<file path="src/rtl/fpu_cmp_issue_if.sv">
// Handshake bundle for fpu_cmp_issue: dispatcher input, compare-unit request/response and
// result output. The slave view belongs to the issue stage, the master view to its environment.
interface fpu_cmp_issue_if #(
  parameter int unsigned BIT_WIDTH = 32
);
  logic                 in_valid;
  logic                 in_ready;
  logic [BIT_WIDTH-1:0] in_a;
  logic [BIT_WIDTH-1:0] in_b;

  logic                 cmp_instr_received;
  logic [5:0]           cmp_reg_params;
  logic [BIT_WIDTH-1:0] cmp_reg1;
  logic [BIT_WIDTH-1:0] cmp_reg2;
  logic                 cmp_instr_finished;
  logic [BIT_WIDTH-1:0] cmp_reg_lo;

  logic                 res_valid;
  logic                 res_ready;
  logic [BIT_WIDTH-1:0] res_data;
  logic                 res_nan;
  logic                 res_err;

  modport slave (
    input  in_valid, in_a, in_b, cmp_instr_finished, cmp_reg_lo, res_ready,
    output in_ready, cmp_instr_received, cmp_reg_params, cmp_reg1, cmp_reg2,
           res_valid, res_data, res_nan, res_err
  );

  modport master (
    output in_valid, in_a, in_b, cmp_instr_finished, cmp_reg_lo, res_ready,
    input  in_ready, cmp_instr_received, cmp_reg_params, cmp_reg1, cmp_reg2,
           res_valid, res_data, res_nan, res_err
  );
endinterface

</file>
<file path="src/rtl/fpu_cmp_issue.sv">
// Issue/classification stage ahead of the FPU compare unit; NaN pairs bypass the unit.
// Defining FPU_CMP_TIMEOUT_EN adds an abort when the compare unit never finishes.
module fpu_cmp_issue #(
  parameter int unsigned BIT_WIDTH      = 32,
  parameter int unsigned TIMEOUT_CYCLES = 64,
  parameter int unsigned TO_W           = 7
) (
  input logic            clk,
  input logic            rst,
  fpu_cmp_issue_if.slave bus
);

  typedef enum logic [2:0] {StIdle, StIssue, StWait, StRelease, StOut} state_e;

  if ((64'd1 << TO_W) <= 64'(TIMEOUT_CYCLES)) begin : g_to_w_too_narrow
    $error("TO_W too narrow for TIMEOUT_CYCLES");
  end

  // Returns {inf, nan, zero} for the magnitude bits of a binary32 operand.
  function automatic logic [2:0] classify(input logic [30:0] mag);
    logic exp_ones, exp_zero, frac_zero;
    exp_ones  = &mag[30:23];
    exp_zero  = ~|mag[30:23];
    frac_zero = ~|mag[22:0];
    return {exp_ones & frac_zero, exp_ones & ~frac_zero, exp_zero & frac_zero};
  endfunction

  logic [2:0] cls_a, cls_b;
  logic [5:0] params_in;

  assign cls_a     = classify(bus.in_a[30:0]);
  assign cls_b     = classify(bus.in_b[30:0]);
  assign params_in = {cls_b[2], cls_a[2], cls_b[1], cls_a[1], cls_b[0], cls_a[0]};

  state_e               state_q;
  logic                 in_ready_q;
  logic                 req_q;
  logic [5:0]           params_q;
  logic [BIT_WIDTH-1:0] reg1_q;
  logic [BIT_WIDTH-1:0] reg2_q;
  logic                 res_valid_q;
  logic                 res_nan_q;
  logic [BIT_WIDTH-1:0] res_data_q;
`ifdef FPU_CMP_TIMEOUT_EN
  logic                 res_err_q;
  logic [TO_W-1:0]      to_cnt_q;
`endif

  always_ff @(posedge clk) begin
    if (rst) begin
      state_q     <= StIdle;
      in_ready_q  <= 1'b1;
      req_q       <= 1'b0;
      params_q    <= '0;
      reg1_q      <= '0;
      reg2_q      <= '0;
      res_valid_q <= 1'b0;
      res_nan_q   <= 1'b0;
      res_data_q  <= '0;
`ifdef FPU_CMP_TIMEOUT_EN
      res_err_q   <= 1'b0;
      to_cnt_q    <= '0;
`endif
    end else begin
      unique case (state_q)
        StIdle: begin
          if (bus.in_valid) begin
            reg1_q     <= bus.in_a;
            reg2_q     <= bus.in_b;
            params_q   <= params_in;
            in_ready_q <= 1'b0;
            if (cls_a[1] || cls_b[1]) begin
              // NaN pair: result is operand A, compare unit stays untouched.
              res_data_q  <= bus.in_a;
              res_nan_q   <= 1'b1;
              res_valid_q <= 1'b1;
              state_q     <= StOut;
            end else begin
              req_q   <= 1'b1;
              state_q <= StIssue;
            end
          end
        end
        StIssue: begin
          state_q <= StWait;
`ifdef FPU_CMP_TIMEOUT_EN
          to_cnt_q <= '0;
`endif
        end
        StWait: begin
          if (bus.cmp_instr_finished) begin
            res_data_q <= bus.cmp_reg_lo;
            req_q      <= 1'b0;
            state_q    <= StRelease;
          end
`ifdef FPU_CMP_TIMEOUT_EN
          else if (to_cnt_q == TO_W'(TIMEOUT_CYCLES)) begin
            res_data_q <= reg1_q;
            res_err_q  <= 1'b1;
            req_q      <= 1'b0;
            state_q    <= StRelease;
          end else begin
            to_cnt_q <= to_cnt_q + TO_W'(1);
          end
`endif
        end
        StRelease: begin
          // One idle request cycle lets the compare unit drop its finished flag.
          res_valid_q <= 1'b1;
          state_q     <= StOut;
        end
        StOut: begin
          if (bus.res_ready) begin
            res_valid_q <= 1'b0;
            res_nan_q   <= 1'b0;
`ifdef FPU_CMP_TIMEOUT_EN
            res_err_q   <= 1'b0;
`endif
            in_ready_q  <= 1'b1;
            state_q     <= StIdle;
          end
        end
        default: state_q <= StIdle;
      endcase
    end
  end

  assign bus.in_ready           = in_ready_q;
  assign bus.cmp_instr_received = req_q;
  assign bus.cmp_reg_params     = params_q;
  assign bus.cmp_reg1           = reg1_q;
  assign bus.cmp_reg2           = reg2_q;
  assign bus.res_valid          = res_valid_q;
  assign bus.res_nan            = res_nan_q;
  assign bus.res_data           = res_data_q;
`ifdef FPU_CMP_TIMEOUT_EN
  assign bus.res_err            = res_err_q;
`else
  assign bus.res_err            = 1'b0;
`endif

endmodule

</file>
<file path="src/flat_wrapper.sv">
// flat-port wrapper written by rule: the top's interface ports become plain ports
module fpu_cmp_issue_flat 
#(
  parameter int unsigned BIT_WIDTH      = 32,
  parameter int unsigned TIMEOUT_CYCLES = 64,
  parameter int unsigned TO_W           = 7
)
  (clk, rst, bus_in_valid, bus_in_a, bus_in_b, bus_cmp_instr_finished, bus_cmp_reg_lo, bus_res_ready, bus_in_ready, bus_cmp_instr_received, bus_cmp_reg_params, bus_cmp_reg1, bus_cmp_reg2, bus_res_valid, bus_res_data, bus_res_nan, bus_res_err);
  fpu_cmp_issue_if #(.BIT_WIDTH(BIT_WIDTH)) bus_i ();
  input logic clk;
  input logic rst;
  input wire logic [$bits(bus_i.in_valid)-1:0] bus_in_valid;
  input wire logic [$bits(bus_i.in_a)-1:0] bus_in_a;
  input wire logic [$bits(bus_i.in_b)-1:0] bus_in_b;
  input wire logic [$bits(bus_i.cmp_instr_finished)-1:0] bus_cmp_instr_finished;
  input wire logic [$bits(bus_i.cmp_reg_lo)-1:0] bus_cmp_reg_lo;
  input wire logic [$bits(bus_i.res_ready)-1:0] bus_res_ready;
  output wire logic [$bits(bus_i.in_ready)-1:0] bus_in_ready;
  output wire logic [$bits(bus_i.cmp_instr_received)-1:0] bus_cmp_instr_received;
  output wire logic [$bits(bus_i.cmp_reg_params)-1:0] bus_cmp_reg_params;
  output wire logic [$bits(bus_i.cmp_reg1)-1:0] bus_cmp_reg1;
  output wire logic [$bits(bus_i.cmp_reg2)-1:0] bus_cmp_reg2;
  output wire logic [$bits(bus_i.res_valid)-1:0] bus_res_valid;
  output wire logic [$bits(bus_i.res_data)-1:0] bus_res_data;
  output wire logic [$bits(bus_i.res_nan)-1:0] bus_res_nan;
  output wire logic [$bits(bus_i.res_err)-1:0] bus_res_err;
  assign bus_i.in_valid = bus_in_valid;
  assign bus_i.in_a = bus_in_a;
  assign bus_i.in_b = bus_in_b;
  assign bus_i.cmp_instr_finished = bus_cmp_instr_finished;
  assign bus_i.cmp_reg_lo = bus_cmp_reg_lo;
  assign bus_i.res_ready = bus_res_ready;
  assign bus_in_ready = bus_i.in_ready;
  assign bus_cmp_instr_received = bus_i.cmp_instr_received;
  assign bus_cmp_reg_params = bus_i.cmp_reg_params;
  assign bus_cmp_reg1 = bus_i.cmp_reg1;
  assign bus_cmp_reg2 = bus_i.cmp_reg2;
  assign bus_res_valid = bus_i.res_valid;
  assign bus_res_data = bus_i.res_data;
  assign bus_res_nan = bus_i.res_nan;
  assign bus_res_err = bus_i.res_err;
  fpu_cmp_issue #(.BIT_WIDTH(BIT_WIDTH), .TIMEOUT_CYCLES(TIMEOUT_CYCLES), .TO_W(TO_W)) u_core (.clk(clk), .rst(rst), .bus(bus_i));
endmodule
</file>
<file path="config.mk">
export PLATFORM = sky130hd
export DESIGN_NAME = fpu_cmp_issue_flat
export DESIGN_NICKNAME = d
export VERILOG_FILES = /design/src/rtl/fpu_cmp_issue_if.sv /design/src/rtl/fpu_cmp_issue.sv /design/src/flat_wrapper.sv
export SDC_FILE = /design/constraint.sdc
export NUM_CORES = 1
export LEC_CHECK = 0
export CELL_PAD_IN_SITES_DETAIL_PLACEMENT = 1
export CELL_PAD_IN_SITES_GLOBAL_PLACEMENT = 1
export CORE_ASPECT_RATIO = 1.1
export CORE_MARGIN = 2
export CORE_UTILIZATION = 32
export CTS_CLUSTER_SIZE = 30
export DETAILED_ROUTE_END_ITERATION = 7
export HOLD_SLACK_MARGIN = 0.1
export PLACE_DENSITY_LB_ADDON = 0.25
export SETUP_SLACK_MARGIN = 0.2
export SYNTH_ARGS = -nofsm -noshare
export SYNTH_HDL_FRONTEND = slang
export SYNTH_SLANG_ARGS = --single-unit
</file>
<file path="constraint.sdc">
create_clock -name clk -period 3.9 [get_ports clk]
set_input_delay 1.17 -clock clk [delete_from_list [all_inputs] [get_ports clk]]
set_output_delay 1.17 -clock clk [all_outputs]
set_load 0.005 [all_outputs]
</file>
After elaboration in Yosys (flattened, before gate mapping)
Cells that the tools add are included.
{"block": "totals", "ff_bits": 109, "inputBits": 101, "out_inout_bits": 107}
{"block": "classes", "eq_ne": 9, "muxes": 21, "n_bitwise": 6, "n_reduce_logical": 22}
{"cell": "$mux 32", "n": 3}
{"cell": "$pmux 32 s2", "n": 1}
{"cell": "$reduce_or 23->1", "n": 2}
{"cell": "$reduce_and 4->1", "n": 4}
{"cell": "$reduce_and 8->1", "n": 2}
{"cell": "$reduce_or 8->1", "n": 2}
{"cell": "$pmux 3 s5", "n": 1}
{"cell": "$mux 3", "n": 4}
{"cell": "$mux 1", "n": 8}
{"cell": "$ne 2x2->1 const B", "n": 4}
{"cell": "$and 1x1->1", "n": 6}
{"cell": "$eq 3x2->1 const B", "n": 2}
{"cell": "$pmux 1 s2", "n": 3}
{"cell": "$reduce_and 3->1", "n": 2}
{"cell": "$logic_not 1->1", "n": 4}
{"cell": "$reduce_bool 2->1", "n": 2}
{"cell": "$eq 3x1->1 const B", "n": 1}
{"cell": "$eq 3x3->1 const B", "n": 1}
{"cell": "$logic_not 3->1", "n": 1}
{"cell": "$pmux 1 s3", "n": 1}
{"cell": "$reduce_bool 3->1", "n": 1}
{"cell": "$ne 2x1->1 const B", "n": 1}
{"cell": "$reduce_and 2->1", "n": 1}
{"cell": "$logic_or 1x1->1", "n": 1}

Depth between registers and ports, before layout
{"block": "logic_depth", "ltp_word": 6, "depth_mapped": 7, "depth_no_buf": 5}

Worst setup path before layout
OpenSTA, ideal clock, no wires.
{"block": "synth_path", "path_type": "input to register", "from": "input port bus_in_valid", "to": "register u_core.res_data_q[0] (netlist: u_core.bus.res_data[0])", "setup_time_ps": 146, "arrival_ps": 2459, "required_time_ps": 3754, "slack_ps": 1295, "cell_stages": 6, "n_path_buf": 1, "cell_sequence": "or4b_4 > o31ai_2 > o21a_4 > or2b_4 > buf_6 > a211oi_2"}
{"block": "synth_between", "elab_chain_cells": 2}
{"item": "start: declaration", "line": "flat_wrapper.sv:12", "text": "input wire logic [$bits(bus_i.in_valid)-1:0] bus_in_valid;"}
{"item": "$ne 2x2->1 (no line)"}
{"item": "$reduce_and 4->1 (no line)"}
{"item": "end signal: assignment", "line": "fpu_cmp_issue.sv:74", "text": "res_data_q <= bus.in_a;"}
{"item": "end signal: assignment", "line": "fpu_cmp_issue.sv:92", "text": "res_data_q <= bus.cmp_reg_lo;"}
{"item": "end: declaration", "line": "fpu_cmp_issue.sv:43", "text": "logic [BIT_WIDTH-1:0] res_data_q;"}
Every way passes these cells.
A chain may end at the register's enable or synchronous reset.

Worst setup path in the final report
{"block": "layout_path", "from": "input port bus_in_a[17]", "to": "register u_core.res_data_q[16] (netlist: u_core.bus.res_data[16])"}
{"block": "layout_between", "elab_chain_cells": 5}
{"item": "start: declaration", "line": "flat_wrapper.sv:13", "text": "input wire logic [$bits(bus_i.in_a)-1:0] bus_in_a;"}
{"item": "$reduce_or 23->1", "line": "fpu_cmp_issue.sv:24", "text": "frac_zero = ~|mag[22:0];"}
{"item": "$and 1x1->1", "line": "fpu_cmp_issue.sv:25", "text": "return {exp_ones & frac_zero, exp_ones & ~frac_zero, exp_zero & frac_zero};"}
{"item": "$logic_or 1x1->1", "line": "fpu_cmp_issue.sv:72", "text": "if (cls_a[1] || cls_b[1]) begin"}
{"item": "$ne 2x1->1 (no line)"}
{"item": "$reduce_and 4->1 (no line)"}
Every way passes these cells.

==> impl_metrics.tcl <==
set metrics [dict create \
    outcome "finished, final reports clean" \
    tritoncts.num_buffers 9 \
    postSynthAreaPerCell_um2 8.79 \
    synthTopCellsByArea "dfxtp_1 (47%), nand2_1 (11%), a211oi_2 (8.1%)" \
    diodes 0 \
    period_share_pct 87.1 \
    max_slew.worst_pin.slew_ns 0.804 \
    fillerInstances 1706 \
    worst_clock_skew_ns 0.00266 \
    power_switching_uw 852 \
    design_area_mm2 0.00708 \
    synthesis.instances 526 \
    cts_resized 0 \
    yosys_warnings 0 \
    rr_worst_depth 5 \
    crit_path_max_fanout 32 \
    final_setup_vio_count 0 \
    antenna_violations_before_repair 0 \
    worst_hold_path_type "reg2reg" \
    r2r_slack_ns 1.49 \
    placed_instance_area_mm2 0.00675 \
    timing.final.crit_period_ns 3.40 \
    total_power_mw 3.06 \
    power.combinational.fraction_pct 25.1 \
    hold_fix_buffers_at_cts 0 \
    clk_pin_slew_ns 0.07 \
    switching_share_pct 27.8 \
    layout.nets 810 \
    power.sequential.fraction_pct 41.7 \
    rsz0062_at_grt "no" \
    detailedRoute.firstIterationViolations 116 \
    routedWlPerCell_um 18.6 \
    place.detailed.instances 890 \
    floorplan.core_area_mm2 0.0143 \
    tritoncts "yes" \
    dp.final_hpwl_mm 12.3 \
    placement.setup.worst_slack_ns 0.153 \
    areaGrowthSynthToFinish_pct 53.1 \
    postSynthNetCount 627 \
    grt_pass1_wl_mm 26.0 \
    worstSetupEndpoint "u_core.bus.res_data[16]" \
    synth_largest_area_cell "dfxtp_1" \
    grt_pass1_vias 4775 \
    final_cells 906 \
    die-height_um 130 \
    synth_top_area_share_pct 47.2 \
    ioPinCount 208 \
    finalWirelength_mm 16.8 \
    synth-seq-cells 109 \
    clock_power_share_pct 33.2 \
    synth-async-reset-ratio_pct 0 \
    timing.rr.end "u_core.bus.res_data[5]" \
    drt_antenna_net_count 0 \
    drcViolationCount 0 \
    setup_tns_ns 0 \
    placement.io_buffers 206 \
    routed-via-count 4563 \
    area_of_the_die_mm2 0.0154 \
    synth_edf_count 0 \
    grt_start_max_net_pins 62 \
    classification_of_the_worst_setup_path "in2reg" \
    cp_data_arrival_time_ns 3.67 \
    final-max-slew-violation-count 0 \
    globalRouteTotalUtil_pct 21.4 \
    post_cts.repair.setup_buffers 0 \
    initial_utilization_pct 32.4 \
    p_per_area_mw_per_mm2 432 \
    power.internal_mw 2.21 \
    unique_masters_post_synth 40 \
    power.leakage_nw 2.40 \
    crit_start "bus_in_a[17]" \
    synth.top_cells.by_count "nand2_1 (141), dfxtp_1 (109), a21oi_1 (72), nor3_1 (36), mux2i_1 (32)" \
    timing.critical_path.from_type "input port" \
    cap_viol_max_count 0 \
    drt-vias-per-instance 5.04 \
    placementRows 46 \
    clock_sinks 109 \
    gp_congestion 0.778 \
    final.setup.worst_slack_ns 0.502 \
    yosys_most_used_dff "dfxtp_1" \
    cp.required_ns 4.17 \
    first_pass_iters 4 \
    grt-ovfl-total 0 \
    max_slew_margin_pct 45.9 \
    critPathCaptureType "flip-flop" \
    fmax_mhz 294 \
    worst_ir_drop_vdd_mv 0.198 \
    clk-insertion-delay-late_ns 0.35 \
    layout-drive-gt1-share_pct 9.10 \
    synthesis.area_mm2 0.00462 \
    max-clock-path-buffers 2 \
    timing.final.hold_violations 0 \
    cts-root-buf "clkbuf_16" \
    yosysMostFrequentCell "nand2_1" \
    reg2reg_from "u_core.state_q[2]" \
    fp.dieW_um 119 \
    seq_area_frac_synth_pct 47.2 \
    htree_num_levels 3 \
]
==> cell families after synthesis <==
group	Yosys count	share of synthesized area (%)
AND/OR/NAND/NOR	217	20.8
other	1	0.0811
multiplexers	32	6.93
XOR/XNOR	1	0.189
flip-flops	109	47.2
AO/OA/AOI/OAI	122	19.3
buffers and inverters	44	5.49
==> per-layer routing <==
metal | GRT usage, % | wire length, um | vias to the layer above
met5 | 0 | 0 | -
met4 | 7.56 | 300 | 0
met3 | 5.51 | 982 | 18
met2 | 37.2 | 8290 | 130
met1 | 25.8 | 7260 | 2205
li1 | - | - | 2210
==> worst max-delay path, cell delays in order <==
cell and delay (ns):
clkdlybuf4s50_1 0.45, nor4_1 0.73, nand4_1 0.26, o21ai_0 0.29, or2b_4 0.50, a211oi_1 0.26
==> how the worst min path moves through the flow <==
stage                                  from                       to  cells after the start  slack (ns)
floorplan            u_core.bus.cmp_reg1[0]   u_core.bus.cmp_reg1[0]                      2        0.45
global placement     u_core.bus.cmp_reg1[2]   u_core.bus.cmp_reg1[2]                      2        0.44
detailed placement  u_core.bus.cmp_reg2[16]  u_core.bus.cmp_reg2[16]                      2        0.45
CTS                 u_core.bus.cmp_reg2[16]  u_core.bus.cmp_reg2[16]                      2        0.46
global route         u_core.bus.cmp_reg1[2]   u_core.bus.cmp_reg1[2]                      2        0.48
finish              u_core.bus.cmp_reg2[16]  u_core.bus.cmp_reg2[16]                      2        0.45
==> cell type report <==
class / instances / area [um2] / area share, %
Multi-Input combinational cell: 373 / 2200 / 31.1
Sequential cell: 109 / 2180 / 30.8
Timing Repair Buffer: 215 / 2130 / 30.0
Clock buffer: 12 / 256 / 3.62
Tap cell: 192 / 240 / 3.39
Clock inverter: 4 / 70.1 / 0.990
Inverter: 1 / 3.75 / 0.0530
==> power by group through the flow <==
stage	clock network, mW	logic [mW]	registers (mW)
global placement	0	0.749	1.30
CTS	1.03	0.778	1.28
global route	1.08	0.834	1.29
detailed placement	0	0.772	1.30
floorplan	0	0.359	1.30
finish	1.02	0.769	1.28
==> per-stage QoR <==
step | utilization [%] | hold slack, ns
after floorplan | - | 0.453
after global placement | 47.3 | 0.443
after CTS | 49.6 | 0.459
after global routing | 49.6 | 0.480
after detailed placement | 47.3 | 0.449
final | 49.6 | 0.454
==> placed cells by master, fill, tap and decap left out, drive strengths merged, types with 2 or more instances in the layout <==
master and count:
clkinv 2, or2 2, bufinv 2, o31ai 2
o21a 4, clkbuf 12, nor4 14, a21oi 72
dfxtp 109, o21ai 4, or3 2, nor2 8
nor3 37, buf 10, mux2i 32, clkdlybuf4s50 205
nand4 7, nand2 141, a211oi 32
==> registers in the layout, indices dropped and copies added (netlist names) <==
| name | cells |
|---|---|
| u_core.bus.cmp_reg_params | 6 |
| u_core.bus.cmp_reg1 | 32 |
| u_core.bus.res_nan | 1 |
| u_core.bus.cmp_instr_received | 1 |
| u_core.bus.res_data | 32 |
| u_core.bus.cmp_reg2 | 32 |
| u_core.state_q | 3 |
| u_core.bus.in_ready | 1 |
| u_core.bus.res_valid | 1 |
(Power assumes the default switching activity.)
